File: config.mk
export PLATFORM = sky130hd
export DESIGN_NAME = operand_b_select_pipe
export DESIGN_NICKNAME = d
export VERILOG_FILES = /design/src/rtl/operand_b_select_pipe.sv
export SDC_FILE = /design/constraint.sdc
export NUM_CORES = 1
export LEC_CHECK = 0
export BUFFER_PORTS_ARGS = -buffer_cell sky130_fd_sc_hd__buf_2
export CAP_MARGIN = 10
export CORE_MARGIN = 4
export CORE_UTILIZATION = 45
export CTS_CLUSTER_DIAMETER = 200
export CTS_CLUSTER_SIZE = 40
export DETAILED_ROUTE_END_ITERATION = 12
export PLACE_DENSITY = 0.69
export SLEW_MARGIN = 10
export SYNTH_ARGS = -nofsm -noshare
export SYNTH_HDL_FRONTEND = slang
export SYNTH_SLANG_ARGS = --single-unit
File: constraint.sdc
create_clock -name clk -period 1.55 [get_ports clk]
set_input_delay 0.31 -clock clk [delete_from_list [all_inputs] [get_ports clk]]
set_output_delay 0.31 -clock clk [all_outputs]
set_load 0.005 [all_outputs]
File: src/rtl/operand_b_select_pipe.sv
// ALU source-B selector with immediate formatting, a valid/ready output stage backed by a
// 2-entry skid buffer, and a sticky flag for illegal selector codes.
module operand_b_select_pipe #(
    parameter int unsigned DATA_W    = 32,
    parameter int unsigned IMM_W     = 16,
    parameter int unsigned CONST_VAL = 4,
    parameter int unsigned SHIFT_AMT = 2
) (
    input  logic              clk,
    input  logic              reset,
    input  logic [2:0]        selector,
    input  logic [DATA_W-1:0] data_0,
    input  logic [IMM_W-1:0]  imm_in,
    input  logic              in_valid,
    output logic              in_ready,
    output logic [DATA_W-1:0] data_out,
    output logic              out_valid,
    input  logic              out_ready,
    output logic              err_sel,
    input  logic              err_clear
);

    function automatic logic [DATA_W-1:0] f_select_operand(
        input logic [2:0]        sel,
        input logic [DATA_W-1:0] d0,
        input logic [IMM_W-1:0]  imm
    );
        logic [DATA_W-1:0] sext;
        logic [DATA_W-1:0] zext;
        logic [DATA_W-1:0] result;
        sext = DATA_W'($signed(imm));
        zext = DATA_W'(imm);
        case (sel)
            3'd0:    result = d0;
            3'd1:    result = DATA_W'(CONST_VAL);
            3'd2:    result = sext;
            3'd3:    result = sext << SHIFT_AMT;
            3'd4:    result = zext;
            3'd5:    result = zext << (DATA_W - IMM_W);
            default: result = '0;
        endcase
        return result;
    endfunction

    logic              r_main_valid;
    logic [DATA_W-1:0] r_main_data;
    logic              r_skid_valid;
    logic [DATA_W-1:0] r_skid_data;
    logic              r_in_ready;
    logic              r_err_sel;

    logic              w_accept;
    logic              w_drain;
    logic              w_illegal;
    logic [DATA_W-1:0] w_operand;

    logic              w_main_valid_nxt;
    logic [DATA_W-1:0] w_main_data_nxt;
    logic              w_skid_valid_nxt;
    logic [DATA_W-1:0] w_skid_data_nxt;
    logic              w_err_nxt;

    assign w_accept  = in_valid && r_in_ready;
    assign w_drain   = r_main_valid && out_ready;
    assign w_illegal = (selector == 3'd6) || (selector == 3'd7);
    assign w_operand = f_select_operand(selector, data_0, imm_in);

    // Next-state of the main/skid pair; skid only fills while main is stalled.
    always_comb begin
        w_main_valid_nxt = r_main_valid;
        w_main_data_nxt  = r_main_data;
        w_skid_valid_nxt = r_skid_valid;
        w_skid_data_nxt  = r_skid_data;
        if (!r_main_valid || w_drain) begin
            if (r_skid_valid) begin
                w_main_valid_nxt = 1'b1;
                w_main_data_nxt  = r_skid_data;
                w_skid_valid_nxt = 1'b0;
            end else if (w_accept) begin
                w_main_valid_nxt = 1'b1;
                w_main_data_nxt  = w_operand;
            end else begin
                w_main_valid_nxt = 1'b0;
            end
        end else if (w_accept) begin
            w_skid_valid_nxt = 1'b1;
            w_skid_data_nxt  = w_operand;
        end else begin
            w_skid_valid_nxt = r_skid_valid;
        end
    end

    // Sticky error: a set on the same edge as a clear takes priority.
    always_comb begin
        w_err_nxt = r_err_sel;
        if (w_accept && w_illegal) begin
            w_err_nxt = 1'b1;
        end else if (err_clear) begin
            w_err_nxt = 1'b0;
        end else begin
            w_err_nxt = r_err_sel;
        end
    end

    // State registers with synchronous reset discarding any buffered operands.
    always_ff @(posedge clk) begin
        if (reset) begin
            r_main_valid <= 1'b0;
            r_main_data  <= '0;
            r_skid_valid <= 1'b0;
            r_skid_data  <= '0;
            r_in_ready   <= 1'b1;
            r_err_sel    <= 1'b0;
        end else begin
            r_main_valid <= w_main_valid_nxt;
            r_main_data  <= w_main_data_nxt;
            r_skid_valid <= w_skid_valid_nxt;
            r_skid_data  <= w_skid_data_nxt;
            r_in_ready   <= !w_skid_valid_nxt;
            r_err_sel    <= w_err_nxt;
        end
    end

    assign in_ready  = r_in_ready;
    assign data_out  = r_main_data;
    assign out_valid = r_main_valid;
    assign err_sel   = r_err_sel;

endmodule

; Yosys cells after proc, flatten, opt, wreduce, memory -nomap -nowiden
; Index checks and enable logic that the tools add are counted.
[classes]
bitwise_logic = 1
n_eq_ne = 7
muxes = 9
reduce_logical = 12
[ops]
columns = operator, n
row1 = $pmux W32 S6, 1
row2 = $mux W32, 2
row3 = $eq A3 B3 Y1 const B, 4
row4 = $eq A3 B2 Y1 const B, 2
row5 = $mux W1, 6
row6 = $reduce_and A2 Y1, 2
row7 = $reduce_bool A2 Y1, 2
row8 = $eq A3 B1 Y1 const B, 1
row9 = $logic_and A1 B1 Y1, 3
row10 = $logic_not A3 Y1, 1
row11 = $logic_not A1 Y1, 2
row12 = $logic_or A1 B1 Y1, 2
row13 = $not A1 Y1, 1
[totals]
ff_bits = 68
word_cells = 35
input_bits = 56
out_inout_bits = 35

; Depth between registers and ports, before layout
; Gate-level depths: netlist of run 1.
[depth]
word_depth = 4
mapped_depth = 7
mapped_depth_nobuf = 4

; Worst setup path before layout of run 1
; Ideal clock, no wire load.
[synth_timing]
kind = input port to flip-flop
startpoint = input selector[0]
endpoint = register r_main_data[14], in the netlist data_out[14]
required_ns = 1.418
n_path_buf = 3
setup_slack_ns = 0.113
setup_time_ns = 0.132
t_arrival_ns = 1.305
cell_stages = 7
cell_sequence = buf_2 > buf_6 > buf_2 > mux2i_1 > o211ai_2 > o211ai_1 > a21oi_1
[synth_between]
elab_chain_len = 4
word_cells_on_any_way = 9
cone_classes = 5 x eq/ne / 3 x mux / 1 x reduce/logical
[synth_rtl]
columns = item, line
row1 = from (decl), 11  ; input logic [2:0] selector,
row2 = $eq A3 B3 Y1 (tied with other cells), 33  ; case (sel)
row3 = $pmux W32 S6 *, 33
row4 = $mux W32 *, 79  ; end else if (w_accept) begin
row5 = $mux W32 *, 75  ; if (r_skid_valid) begin
row6 = to (signal assigned), 116  ; r_main_data <= w_main_data_nxt;
row7 = to (decl), 46  ; logic [DATA_W-1:0] r_main_data;
; Every way passes the cells marked *; elsewhere a longest branch is shown, timed or not. The select of a mux whose other input is x is not followed.
; A chain may end at the register's enable or synchronous reset.

; Worst setup path after layout of run 1
[layout_timing]
startpoint = register r_main_valid, in the netlist out_valid
endpoint = register r_main_data[15], in the netlist data_out[15]
[layout_between]
elab_chain_len = 3
word_cells_on_any_way = 4
cone_classes = 4 x reduce/logical
[layout_rtl]
columns = item, line
row1 = from (decl), 45  ; logic r_main_valid;
row2 = from (signal assigned), 115  ; r_main_valid <= w_main_valid_nxt;
row3 = $logic_not A1 Y1 / $logic_and A1 B1 Y1 (equally long branches), "74, 64"
row4 = $logic_or A1 B1 Y1 *, 74  ; if (!r_main_valid || w_drain) begin
row5 = $reduce_and A2 Y1 (no line) *, --
; Every way passes the cells marked *; elsewhere a longest branch is shown, timed or not.

==> reports/results.ini, run 1 <==
[pwr]
powerDensity_nw_per_um2=867.1
ir_drop_uv=455.0
leakagePower_nw=2.021
internal-power_w=0.002924
combPwrFrac_pct=19.2
p_switching_w=0.001184
pwr-share-seq_pct=45.6
switching_share_pct=28.83
power_w=0.004108
clockPowerShare_pct=35.2

[clocking]
cts_hold_buffers=0
cts_sinks=68
path_clk_slew_ps=70
cts_buffers=9
clk_path_buf_depth=2
ctsHtreeMaxLevel=3
clockRootBuffer=clkbuf_8
clkLatencyLatePin_ps=360
cts_tree=done

[global_route]
grt_usage_pct=22.62
grt-ovfl-total=0
grt_antenna_before_repair=0
grt_max_degree=62
grt_pass1_wl_mm=18.00
grt_pass1_vias=3718

[detailed_routing]
first_pass_iters=4
wl_per_cell_um=17.09
via_per_inst=5.731
finalWirelength_mm=11.20
ant_nets=0
first_iter_violations=214
drc=0
vias=3754

[floorplan]
die_area_um2=10050
num_io_pins=91
die_w_um=100.2
fp-row-count=33
start_util_pct=46.35
die_y_um=100.2
core_um2=8258

[synth]
yosysSeqAreaShare_pct=35.57
synth_top_family_by_area=simple AND/OR/NAND/NOR gates
ys_ff_latch=68
syn_nets=514
synth_warnings=0
synthMuxAreaShare_pct=3.956
syn_area_um2=3827
yosys.area_share.simple_pct=27.30
syn-instance-count=458
synth_compound_gate_area_share_pct=25.96
syn_avg_cell_area_um2=8.357
synth-xor-area-share_pct=0
yosysUniqueCellTypes=43
synthAdderAreaFrac_pct=0

[sta]
finClkSkew_ps=8.682
rsz0062_at_grt=false
finalHoldViolCount=0
timing.fmax_ghz=0.6877
max_slew_margin_pct=53.17
slew_viol_final=0
fin_crit_sh_pct=93.82
worst_pin_slew_ps=701.7
finalCriticalPeriod_ps=1454
setup_viol=0

[placement]
gp_congestion=0.8895
dp_hpwl_mm=8.001
port_buffers=90
dpl.cell_count=638

[finish]
antenna_cells=0
area_growth_pct=23.77
fin_util_pct=57.36
instances_no_fill=655
drive_gt1_share_pct=29.09
nets=601

[critical_path]
startpoint_type=register
crit_chain=nor2b_1 > buf_4 > or2_4 > or3_4 > o211ai_1
cp-end-kind=register
path_buf_inv=1
r2r_slack_ps=100
reg2reg_from=out_valid
cp.required_ps=1830
cp_top_family=simple AND/OR/NAND/NOR gates
critPathLaunch=out_valid
critPathMaxStageDelay_ps=340
cpMaxStageDelayCell=or3_4
cp_max_fo=5
worstPathArrival_ps=1730
worstSetupPathType=register to register

[hold_path]
hold_start=err_clear
min_path_type=input port to register

[job]
maxCapViolCount=0

[outcome]
outcome=finished clean

routing by layer:
metal	track usage (%)	routed length, µm	vias to the layer above
met5	0	0	-
met4	9.534	287	0
met3	6.185	864	30
met2	35.12	5232	148
met1	29.56	4811	1729
li1	-	-	1847
stage by stage:
step	TNS, ps	worst slack [ps]	area [µm²]	hold slack [ps]
after floorplan	0	113.1	3827	436.0
after global placement	-5310	-261.6	4517	441.5
after detailed placement	-6589	-291.6	4517	445.4
after CTS	0	61.76	4712	198.7
after global routing	0	10.83	4737	232.5
final	0	95.87	4737	209.4
state kept, by name (all words and copies together) (netlist names):
signal and cells:
in_ready 1, r_skid_data 32, r_skid_valid 1, out_valid 1, err_sel 1, data_out 32
final cells by class:
class	instances	area [µm²]
clock buffers	9	123.9
clock inverters	7	66.31
fillers	771	3521
inverters	6	22.52
multi-input cells	337	2207
flip-flops and latches	68	1363
well taps	105	131.4
repair buffers	123	823.3
cell usage after synthesis:
library cell | number | area, µm²
a32o_1 | 15 | 150.1
or2_1 | 1 | 6.260
dfxtp_1 | 68 | 1361
nand3b_1 | 6 | 45.04
o22ai_1 | 1 | 6.260
buf_4 | 2 | 15.01
a41oi_1 | 1 | 8.760
buf_2 | 14 | 70.07
a31oi_1 | 3 | 18.77
nor3_2 | 4 | 40.04
nor2_4 | 1 | 11.26
a21oi_1 | 50 | 250.2
a211oi_1 | 6 | 45.04
nor2_1 | 48 | 180.2
buf_6 | 7 | 78.83
nand2_1 | 35 | 131.4
and2_1 | 1 | 6.260
o211a_1 | 15 | 150.1
nor2_2 | 1 | 6.260
or4b_1 | 11 | 110.1
o211ai_1 | 17 | 127.6
nor2b_1 | 1 | 6.260
or4bb_1 | 2 | 22.52
nand2b_1 | 32 | 200.2
nand3_1 | 1 | 5.000
mux2_2 | 1 | 11.26
o32ai_1 | 2 | 17.52
inv_1 | 6 | 22.52
o21ai_1 | 1 | 5.000
o32ai_2 | 1 | 16.27
or3_1 | 2 | 12.51
o21ai_0 | 18 | 90.09
buf_1 | 2 | 7.510
clkbuf_1 | 22 | 82.58
or3b_1 | 1 | 8.760
o211ai_2 | 8 | 100.1
nor3_1 | 22 | 110.1
o21bai_1 | 1 | 7.510
mux2i_1 | 14 | 140.1
nand4bb_1 | 9 | 101.4
and3b_1 | 1 | 8.760
nand4_1 | 1 | 6.260
nand4b_1 | 3 | 26.28
tightest hold or removal path: cells and delay by family:
kind	cells	cell delay (ps)
and+or+nand+nor	1	90
buffers and inverters	1	70
AOI/OAI and AO/OA	1	50
power groups by stage:
| stage | Sequential [W] | Clock (W) | Combinational, W |
|---|---|---|---|
| 2_1_floorplan | 0.00191 | 0 | 0.000449 |
| 3_3_place_gp | 0.00191 | 0 | 0.000754 |
| 3_5_place_dp | 0.00191 | 0 | 0.000771 |
| 4_1_cts | 0.00187 | 0.00147 | 0.000776 |
| 5_1_grt | 0.00188 | 0.00152 | 0.000863 |
| 6_report | 0.00187 | 0.00145 | 0.000789 |
worst paths after layout:
check                 endpoint  cells past startpoint
setup / recovery  data_out[15]                      5
hold reg to reg    data_out[7]                      2
hold / removal         err_sel                      3
setup reg to reg  data_out[15]                      5
cell usage in the layout (no fill, tap or decap), drive strengths merged, types with 2 or more instances in the layout:
cell type and instances:
or4bb 2, o32ai 3, inv 7, a32o 15, buf 123, a211oi 6
o211ai 25, o211a 15, clkinv 4, clkbuf 9, o21ai 19, nand2 35
nand3b 6, a31oi 3, nand4bb 9, or3 2, mux2i 14, nand2b 32
dfxtp 68, nor2 50, or4b 11, nor3 26, nand4b 3, a21oi 50
logic make-up after synthesis:
logic type             count (synthesis)
flip-flops                            68
AO/OA/AOI/OAI                        139
AND/OR/NAND/NOR                      183
multiplexers                          15
buffers and inverters                 53
what timing repair did:
item / CTS / global route
setup endpoints to repair: 16 / 5
buffers inserted: 0 / 1
pin swaps: 0 / 1
resized for setup: 2 / 1
Note: power is estimated with default switching activity, not from simulation.
==> run 2: changes to the inputs <==
- CELL_PAD_IN_SITES_DETAIL_PLACEMENT: unset -> 2
- CELL_PAD_IN_SITES_GLOBAL_PLACEMENT: unset -> 2
- CORE_UTILIZATION: 45 -> 31
- PLACE_DENSITY: 0.69 -> unset
- PLACE_DENSITY_LB_ADDON: unset -> 0.1
==> run 2 against run 1 <==
Effect of this change: sequential power is essentially flat; power increased by 25%; clock skew fell by 4.6 ps; cell count rose by 9.8%; critical path depth unchanged; hold slack improved by 18 ps; wire length increased by 24%; setup slack gained 21 ps; combinational power increased by 2%.
==> reports/results.ini, run 2 (same netlist as run 1, synthesis figures left out) <==
[floorplan]
num_io_pins=91  ; unchanged
die_w_um=119.1  ; +19%
fp-row-count=40  ; +21%
start_util_pct=31.73  ; -15 points
core_um2=12060  ; +46%
die_y_um=119.1  ; +19%
die_area_um2=14190  ; +41%

[pwr]
pwr-share-seq_pct=36.6  ; -9.0 points
switching_share_pct=25.20  ; -3.6 points
clockPowerShare_pct=47.8  ; +13 points
ir_drop_uv=346.4  ; -24%
powerDensity_nw_per_um2=1042  ; +20%
internal-power_w=0.003834  ; +31%
combPwrFrac_pct=15.6  ; -3.6 points
p_switching_w=0.001292  ; +9.1%
leakagePower_nw=2.072  ; +2.5%

[detailed_routing]
first_pass_iters=4  ; unchanged
wl_per_cell_um=19.38  ; +13%
via_per_inst=5.323  ; -7.1%
met2WireLength_mm=6.886  ; +32%
drc=0  ; unchanged
first_iter_violations=147  ; -31%
met1_length_mm=6.284  ; +31%
finalWirelength_mm=13.94  ; +24%
met3_length_um=546  ; -37%
vias=3827  ; +1.9%
dr.max_layer_used=met4
ant_nets=0  ; unchanged

[global_route]
grt_max_degree=52  ; -16%
grt-ovfl-total=0  ; unchanged
grt_usage_pct=20.03  ; -2.6 points
grt_pass1_wl_mm=22.45  ; +25%
grt_pass1_vias=4124  ; +11%
grt_antenna_before_repair=0  ; unchanged

[placement]
dpl.cell_count=700  ; +9.7%
gp_congestion=0.7577  ; -15%
dp_hpwl_mm=9.872  ; +23%
placed_area_um2=4526  ; +0.19%
port_buffers=90  ; unchanged

[critical_path]
cp.required_ps=1790  ; -40 ps
cpMaxStageDelayCell=dfxtp_1
crit_chain=a21oi_1 > or2_4 > nor2_4 > buf_12 > a32o_1
startpoint_type=register
cp_max_fo=15  ; +10
worstSetupPathType=register to register
worstPathArrival_ps=1670  ; -60 ps
cp-end-kind=register
critPathMaxStageDelay_ps=320  ; -20 ps

[sta]
finalCriticalPeriod_ps=1434  ; -20.63 ps
fin_crit_sh_pct=92.48  ; -1.3 points
timing.fmax_ghz=0.6976  ; +1.4%
finalHoldViolCount=0  ; unchanged
worst_pin_slew_ps=471.4  ; -230.4 ps
finClkSkew_ps=4.084  ; -4.598 ps
fin_setup_tns_ps=0  ; unchanged
slew_viol_final=0  ; unchanged
max_slew_margin_pct=68.50  ; +15 points
setup_viol=0  ; unchanged

[clocking]
path_clk_slew_ps=60  ; about the same
clkLatencyLatePin_ps=340  ; -20 ps
clockRootBuffer=clkbuf_16
cts_tree=done
clk_path_buf_depth=2  ; unchanged
cts_sinks=68  ; unchanged
ctsHtreeMaxLevel=3  ; unchanged
cts_buffers=9  ; unchanged

[hold_path]
min_path_type=input port to register

[job]
maxCapViolCount=0  ; unchanged

[finish]
final_cell_mix=buf_2, dfxtp_1, a21oi_1
instances_no_fill=719  ; +9.8%
final_cell_area_um2=4921  ; +3.9%
nets=601  ; unchanged
final_common_cell=buf_2
area_growth_pct=28.57
drive_gt1_share_pct=28.73  ; -0.36 points

[outcome]
outcome=finished clean

-- run 2: metrics by stage --
step / power (W) / utilization [%] / hold WS (ps) / setup slack (ps)
floorplan: 0.002360 / - / 436.0 / 113.1
global placement: 0.002675 / 37.52 / 440.6 / -194.8
detailed placement: 0.002703 / 37.52 / 451.1 / -247.1
CTS: 0.005204 / 40.60 / 218.1 / 12.42
global route: 0.005377 / 40.78 / 233.3 / -22.72
finish: 0.005126 / 40.80 / 227.4 / 116.5
-- run 2: path summary, 6_finish.rpt --
check,from,end,slack [ps],depth (start not counted)
setup / recovery,in_ready,data_out[30],120,5
hold / removal,err_clear,err_sel,230,3
setup reg to reg,in_ready,data_out[30],120,5
hold reg to reg,data_out[12],data_out[12],450,2
-- run 2: power groups by stage --
stage	logic [W]	clock network [W]	registers (W)
after global placement	0.000766	0	0.00191
after global routing	0.000888	0.00260	0.00189
after floorplan	0.000449	0	0.00191
final	0.000801	0.00245	0.00188
after CTS	0.000804	0.00252	0.00188
after detailed placement	0.000789	0	0.00191
-- run 2: critical path, delay by kind of cell (launching register included) --
kind	cells	cell delay, ps
and+or+nand+nor	2	310
buffers and inverters	1	150
AOI/OAI and AO/OA	2	540
DFF	1	320
-- run 2: what timing repair did --
item / 4_1_cts / 5_1_grt
buffers inserted: 1 / 1
hold buffers: 0 / 0
resized for setup: 0 / 4
setup endpoints to repair: 15 / 29
pin swaps: 1 / 1
-- run 2: per-layer routing --
metal	GRT usage, %	up-vias
met3	4.321	12
met1	25.02	1904
met5	0	-
met2	33.77	68
met4	7.386	0
li1	-	1843
-- run 2: area by class of cell --
| class | instances | area [µm²] |
|---|---|---|
| fillers | 1361 | 7141 |
| multi-input cells | 337 | 2207 |
| flip-flops and latches | 68 | 1363 |
| repair buffers | 123 | 764.5 |
| clock buffers | 12 | 256.5 |
| well taps | 168 | 210.2 |
| clock inverters | 4 | 95.09 |
| inverters | 6 | 22.52 |
| diodes | 1 | 2.502 |
==> run 3: changes to the inputs <==
- GPL_TIMING_DRIVEN: unset -> 0
==> run 3 against run 2 <==
Effect of this change: power down 3.1%; clock-buffer cell count down 3; utilization up 0.33 points; largest cell class unchanged.
==> reports/results.ini, run 3 (same netlist as run 1, synthesis figures left out) <==
[global_route]
grt_antenna_before_repair=0  ; unchanged
grt_pass1_vias=4327  ; +4.9%
grt_usage_pct=21.96  ; +1.9 points
grt-ovfl-total=0  ; unchanged
grt_pass1_wl_mm=24.08  ; +7.3%
grt_max_degree=14  ; -73%

[job]
maxCapViolCount=0  ; unchanged

[sta]
max_slew_margin_pct=60.62  ; -7.9 points
finClkSkew_ps=2.751  ; -1.333 ps
setup_viol=0  ; unchanged
slew_viol_final=0  ; unchanged
finalCriticalPeriod_ps=1513  ; +79.30 ps
rsz0062_at_grt=true
fin_setup_tns_ps=0  ; unchanged
worst_pin_slew_ps=590.7  ; +119.3 ps
finalWorstSetupSlack_ps=37.19  ; -79.30 ps
fin_crit_sh_pct=97.60  ; +5.1 points
timing.fmax_ghz=0.6610  ; -5.2%
holdWs_ps=223.8  ; -3.519 ps
finalHoldViolCount=0  ; unchanged

[detailed_routing]
vias=3916  ; +2.3%
drc=0  ; unchanged
first_iter_violations=145  ; -1.4%
ant_nets=0  ; unchanged
wl_per_cell_um=20.84  ; +7.5%
first_pass_iters=4  ; unchanged
finalWirelength_mm=15.34  ; +10%
via_per_inst=5.321  ; about the same

[clocking]
cts_tree=done
cts_sinks=68  ; unchanged
clockRootBuffer=clkbuf_16
ctsHtreeMaxLevel=3  ; unchanged
clkLatencyLatePin_ps=340  ; about the same
clk_path_buf_depth=2  ; unchanged
cts_buffers=9  ; unchanged
path_clk_slew_ps=60  ; about the same

[outcome]
outcome=finished clean

[finish]
final_common_cell=buf_2
final_cell_mix=buf_2, dfxtp_1, a21oi_1
drive_gt1_share_pct=29.93  ; +1.2 points
fill_cells=1381  ; +1.5%
area_growth_pct=29.62
antenna_cells=0  ; -1
nets=619  ; +3.0%

[critical_path]
startpoint_type=register
path_buf_inv=2  ; +1
cp_max_fo=5  ; -10
crit_top_cell=buf_6
worstSetupPathType=register to register
cp_top_family=simple AND/OR/NAND/NOR gates
cp-end-kind=register
cp.required_ps=1810  ; +20 ps
cpMaxStageDelayCell=or3_4
critPathMaxStageDelay_ps=330  ; about the same
worstPathArrival_ps=1770  ; +100 ps
crit_chain=buf_6 > a21oi_2 > or2_1 > buf_6 > or3_4 > o211ai_1

[floorplan]
die_area_um2=14190  ; unchanged
num_io_pins=91  ; unchanged
die_y_um=119.1  ; unchanged
die_w_um=119.1  ; unchanged
fp-row-count=40  ; unchanged
core_um2=12060  ; unchanged
start_util_pct=31.73  ; unchanged

[placement]
gp_congestion=0.8539  ; +13%
place_ws_ps=-556.6  ; -309.5 ps
port_buffers=88  ; -2.2%
dp_hpwl_mm=11.58  ; +17%

[pwr]
power_w=0.004965  ; -3.1%
powerDensity_nw_per_um2=1001  ; -3.9%
ir_drop_uv=706.4  ; +100%
leakagePower_nw=2.083  ; +0.53%

[hold_path]
min_path_type=input port to register

-- run 3: cell count changes in the layout (fill, tap and decap cells not counted), moves of 3 or more --
cell        before  now
clkbuf_4         0    7
buf_6            1    8
a21oi_1         50   47
clkinvlp_4       0    3
buf_4           27   11
buf_2           90   97
buf_12           5    1
a21oi_2          0    3
clkbuf_2         0    3
clkbuf_1         1   12
-- run 3: routing by layer --
layer  up-vias  part of all wire, %  GRT usage, %
met5         -                    0             0
met4         0                  1.5         6.155
met3        17                  3.6         3.941
met2        82                   51         39.53
met1      1935                   44         26.64
li1       1882                    -             -
-- run 3: final timing paths --
| check | start | end | slack [ps] | cells past startpoint |
|---|---|---|---|---|
| min reg2reg | data_out[6] | data_out[6] | 450 | 2 |
| max reg2reg | r_skid_valid | data_out[4] | 40 | 6 |
| max | r_skid_valid | data_out[4] | 40 | 6 |
| min | err_clear | err_sel | 220 | 3 |
-- run 3: worst min-delay path, delay by kind of cell --
| kind | cells | cell delay [ps] |
|---|---|---|
| simple gates | 1 | 90 |
| buf+inv | 1 | 70 |
| compound gates | 1 | 50 |
-- run 3: area by class of cell --
cell class	count	area, µm²	area share [%]
Multi-Input combinational cell	337	2238	45.12
Sequential cell	68	1366	27.54
Timing Repair Buffer	95	505.5	10.19
Buffer	46	292.8	5.902
Clock buffer	9	225.2	4.540
Tap cell	168	210.2	4.237
Clock inverter	7	100.1	2.018
Inverter	6	22.52	0.4540
-- run 3: repair_timing --
| action | in CTS | in global routing |
|---|---|---|
| endpoints found under the setup margin | 61 | 48 |
| hold buffers | 0 | 0 |
| pin swaps | 2 | 3 |
| setup buffers | 4 | 3 |
| gates resized for setup | 22 | 24 |
-- run 3: through the flow --
step / utilization [%] / cell area [µm²] / std cells
2_1_floorplan: - / 3827 / 458
5_1_grt: 41.13 / 4961 / 736
3_3_place_gp: 37.13 / 4478 / 714
6_report: 41.13 / 4961 / 736
4_1_cts: 40.62 / 4900 / 734
3_5_place_dp: 37.13 / 4478 / 714
-- run 3: power breakdown --
group / internal (W) / switching (W)
combinational: 0.000337 / 0.000487
sequential: 0.00183 / 0.0000428
clock: 0.00142 / 0.000849
